`config.mk`:
```
export PLATFORM = sky130hd
export DESIGN_NAME = io_port_ctrl
export DESIGN_NICKNAME = d
export VERILOG_FILES = /design/src/rtl/io_port_ctrl.sv
export SDC_FILE = /design/constraint.sdc
export NUM_CORES = 1
export LEC_CHECK = 0
export ABC_AREA = 1
export CELL_PAD_IN_SITES_DETAIL_PLACEMENT = 2
export CELL_PAD_IN_SITES_GLOBAL_PLACEMENT = 2
export CORE_UTILIZATION = 32
export DETAILED_ROUTE_END_ITERATION = 16
export PLACE_DENSITY = 0.78
export SLEW_MARGIN = 10
export SYNTH_ARGS = -nofsm -noshare
export SYNTH_HDL_FRONTEND = slang
export SYNTH_SLANG_ARGS = --single-unit
export TNS_END_PERCENT = 10
```
`constraint.sdc`:
```
create_clock -name clk -period 1.8 [get_ports clk]
set_input_delay 0.54 -clock clk [delete_from_list [all_inputs] [get_ports clk]]
set_output_delay 0.54 -clock clk [all_outputs]
set_load 0.05 [all_outputs]
```
`src/rtl/io_port_ctrl.sv`:
```
// Board-side picoMIPS I/O: synchronises and debounces the push button, latches the
// switches into inport once per debounced press, and registers outport onto the LEDs.
`ifndef DATA_BUS_SIZE
`define DATA_BUS_SIZE 8
`endif

module io_port_ctrl #(
  parameter int n         = `DATA_BUS_SIZE,
  parameter int DB_CYCLES = 50000,
  localparam int CW       = $clog2(DB_CYCLES)
) (
  input  logic         clk,
  input  logic         nReset,
  input  logic [n-1:0] sw,
  input  logic         btn,
  input  logic [n-1:0] outport,
  output logic [n-1:0] inport,
  output logic         in_strobe,
  output logic         in_valid,
  output logic [n-1:0] leds
);

  typedef enum logic [1:0] {
    IDLE,
    PRESS_WAIT,
    HELD,
    RELEASE_WAIT
  } state_t;

  localparam logic [CW-1:0] CNT_MAX = CW'(DB_CYCLES - 1);

  logic [n-1:0]  sw_s1, sw_s;
  logic          btn_s1, btn_s;
  state_t        state;
  logic [CW-1:0] cnt;

  // Plain two-flop chains: nothing may sit between the stages or metastability leaks through.
  // NOTE: sequential state uses non-blocking assignments so every flop samples pre-edge values.
  always_ff @(posedge clk or negedge nReset) begin
    if (!nReset) begin
      sw_s1  <= '0;
      sw_s   <= '0;
      btn_s1 <= 1'b0;
      btn_s  <= 1'b0;
    end else begin
      sw_s1  <= sw;
      sw_s   <= sw_s1;
      btn_s1 <= btn;
      btn_s  <= btn_s1;
    end
  end

  always_ff @(posedge clk or negedge nReset) begin
    if (!nReset) leds <= '0;
    else         leds <= outport;
  end

  // Debounce FSM; capture happens only on the PRESS_WAIT -> HELD transition.
  always_ff @(posedge clk or negedge nReset) begin
    if (!nReset) begin
      state     <= IDLE;
      cnt       <= '0;
      inport    <= '0;
      in_strobe <= 1'b0;
      in_valid  <= 1'b0;
    end else begin
      in_strobe <= 1'b0;
      unique case (state)
        IDLE: begin
          if (btn_s) begin
            state <= PRESS_WAIT;
            cnt   <= '0;
          end
        end
        PRESS_WAIT: begin
          if (!btn_s) begin
            state <= IDLE;
          end else if (cnt == CNT_MAX) begin
            state     <= HELD;
            inport    <= sw_s;
            in_strobe <= 1'b1;
            in_valid  <= 1'b1;
          end else begin
            cnt <= cnt + 1'b1;
          end
        end
        HELD: begin
          if (!btn_s) begin
            state <= RELEASE_WAIT;
            cnt   <= '0;
          end
        end
        RELEASE_WAIT: begin
          if (btn_s) begin
            state <= HELD;
          end else if (cnt == CNT_MAX) begin
            state <= IDLE;
          end else begin
            cnt <= cnt + 1'b1;
          end
        end
        default: state <= IDLE;
      endcase
    end
  end

endmodule

```
==> results.toml <==
[synth]
netlist_area_um2 = 2300
synth_area_leader_cell = "dfrtp_1"
ys_seq_area_frac = 0.588
ys.warnings.count = 0
synthTopCellsByArea = "dfrtp_1 59%, nand2_1 12%, nand4_1 4.4%"
syn-mean-instance-area_um2 = 9.13
synth_top_area_frac = 0.588
syn_nets = 272
synthCells = 252
ys_ff_latch = 54
ys_types = 26

[setup_path]
crit_path_top_delay_cell = "dfrtp_1"
r2r_slack_ns = 0.13
startpoint = "cnt[1]$_DFFE_PN0P_"
ff2ff_path_depth = 8
cpMostUsedCell = "nand3_2"
end_kind = "flop"
r2r-start = "cnt[1]$_DFFE_PN0P_"
crit_path_cell_trace = "ha_2 -> nand3_2 -> inv_2 -> nand3_2 -> o21bai_4 -> buf_6 -> nand2_1 -> o21ai_0"
crit_required_ns = 2.03
cp-start-kind = "flop"
crit_path_end = "cnt[13]$_DFFE_PN0P_"
critPathMaxFanout = 13
worstSetupPathType = "flop to flop"
cp.arrival_ns = 1.90
timing.rr.end = "cnt[13]$_DFFE_PN0P_"
cp_slowest_stage_delay_ns = 0.41

[cells_and_area]
n_antenna_cell = 0
layout_common_cells = "75 x nand2_1, 54 x dfrtp_1, 27 x buf_4"
nNetsFinal = 318
fillers = 763
syn_to_final_growth_pct = 25.8
drive_gt1_frac = 0.164
design_area_um2 = 2890
final_common_cell = "nand2_1"

[clocking]
insertion_delay_ns = 0.32
cts_tree = "yes"
cts.sinks = 54
cts_hold_buf = 0
clk_pin_slew_ns = 0.11
cts.path.max_buffers = 2
h-tree-depth = 2
clock_tree.root_cell = "clkbuf_8"
numCtsBuffers = 5

[run_status]
status = "complete, no violations"

[sta]
slew_headroom = 0.708
worst-slew-pin-transition_ns = 0.437
slew_violations = 0
max_freq_mhz = 600
setup_viol = 0
min_period_ns = 1.67
period_share = 0.927
hold_ws_ns = 0.143
hold_violations = 0
clock_skew_ns = 0.00869
worst_slack_ns = 0.132

[detailed_routing]
drt-total-wl_mm = 6.30
first_iter_violations = 94
met1_length_mm = 3.02
antenna_left = 0
vias_per_cell = 4.84
wl_met2_mm = 3.10
top_layer_used = "met4"
route.detailed.wl_per_inst_um = 15.9
firstDrtPassIters = 4
wl_met3_um = 108
post-route-drc-count = 0
vias = 1910

[pwr]
cellLeakagePower_uw = 0.00132
vdd_drop_max_mv = 0.357
power.density_nw_per_um2 = 763

[floorplan]
pin_count = 37
initial_utilization = 0.335
die_width_um = 86.8
num_rows = 30
die_area_um2 = 7530
core_um2 = 6870
die_h_um = 86.8

[worst_hold_path]
hp-class = "input port to async pin"

[place]
placed_area_um2 = 2770
dp_hpwl_mm = 4.71
port_buffers = 36
dp_slack_ns = 0.0746
gp_congestion = 0.794

[global_routing]
track_usage = 0.180
grt_pass1_wl_mm = 10.2
overflow = 0
grt_max_degree = 27
antenna_found_initial = 0
grt_pass1_vias = 2026

[job]
cap_violations = 0
## how the worst min path moves through the flow
stage,cells after the start,end,slack [ns]
2_1_floorplan,0,async pin,0.24
3_5_place_dp,0,sw_s[3]$_DFF_PN0_,0.34
5_1_grt,1,cnt[7]$_DFFE_PN0P_,0.16
4_1_cts,1,cnt[5]$_DFFE_PN0P_,0.16
3_3_place_gp,0,sw_s[0]$_DFF_PN0_,0.33
6_report,1,cnt[5]$_DFFE_PN0P_,0.14
## stage by stage
step	std cells	utilization	power, uW	setup TNS [ns]
after detailed placement	386	0.403	1480	0
after floorplan	252	-	1370	0
after global routing	395	0.421	2300	-0.0173
final	395	0.421	2210	0
after CTS	394	0.417	2230	0
after global placement	386	0.403	1480	0
## report_power, final
part,internal [uW],switching [uW]
clock,318,424
combinational,80.5,115
sequential,1250,19.9
## cell usage after synthesis
cell	number
o21bai_2	1
o21ai_0	15
buf_6	2
clkbuf_1	1
nor3_1	4
nor3_2	1
nand4_1	16
clkbuf_2	2
nand3_1	18
ha_1	1
nor4_1	1
inv_1	18
dfrtp_1	54
nand2_1	75
buf_2	4
nor2_4	1
o21bai_1	1
or2_2	1
nor2_1	25
nand3_2	2
xor2_1	4
nand3_4	1
nor2_2	1
o211ai_1	1
xnor2_1	1
inv_2	1
## state kept, by name, indices dropped and copies added, names as in the netlist, named ones only
signal	count
btn_s	1
btn_s1	1
cnt	16
in_strobe	1
in_valid	1
inport	8
leds	8
state	1
sw_s	8
sw_s1	8
## kinds of logic (layout without fill, tap and decap cells)
group	after synthesis	in the layout	share of synthesized area
and+or+nand+nor	146	146	0.288
DFF	54	54	0.588
buffers and inverters	28	75	0.0555
AOI/OAI and AO/OA	18	18	0.0441
xor gates and xnor gates	5	5	0.0190
adders and majority gates	1	1	0.00544
## area by class of cell
type / instances / area [um2] / share of cell area
clock buffer: 6 / 82.6 / 0.0285
clock inverter: 2 / 16.3 / 0.00562
inverter: 19 / 71.3 / 0.0247
multi-input combinational: 170 / 831 / 0.287
sequential: 54 / 1350 / 0.467
tap: 96 / 120 / 0.0415
timing repair buffer: 48 / 420 / 0.145
## timing repair
item | CTS | global route
endpoints found under the setup margin | 0 | 21
buffers inserted | 0 | 1
resized for setup | 0 | 4
## per-layer routing
layer	up-vias	GRT usage
met2	21	0.296
met4	0	0.0470
li1	906	-
met3	6	0.0343
met1	977	0.245
met5	-	0
## worst max-delay path, delay by kind of cell, from the launching register on
kind / cells / cell delay, ns
buffers and inverters: 2 / 0.31
flip-flops: 1 / 0.41
AO/OA/AOI/OAI: 2 / 0.28
AND/OR/NAND/NOR: 3 / 0.33
adder cells (fa/ha/maj): 1 / 0.24
No activity file was read; power rests on OpenSTA's default activity.
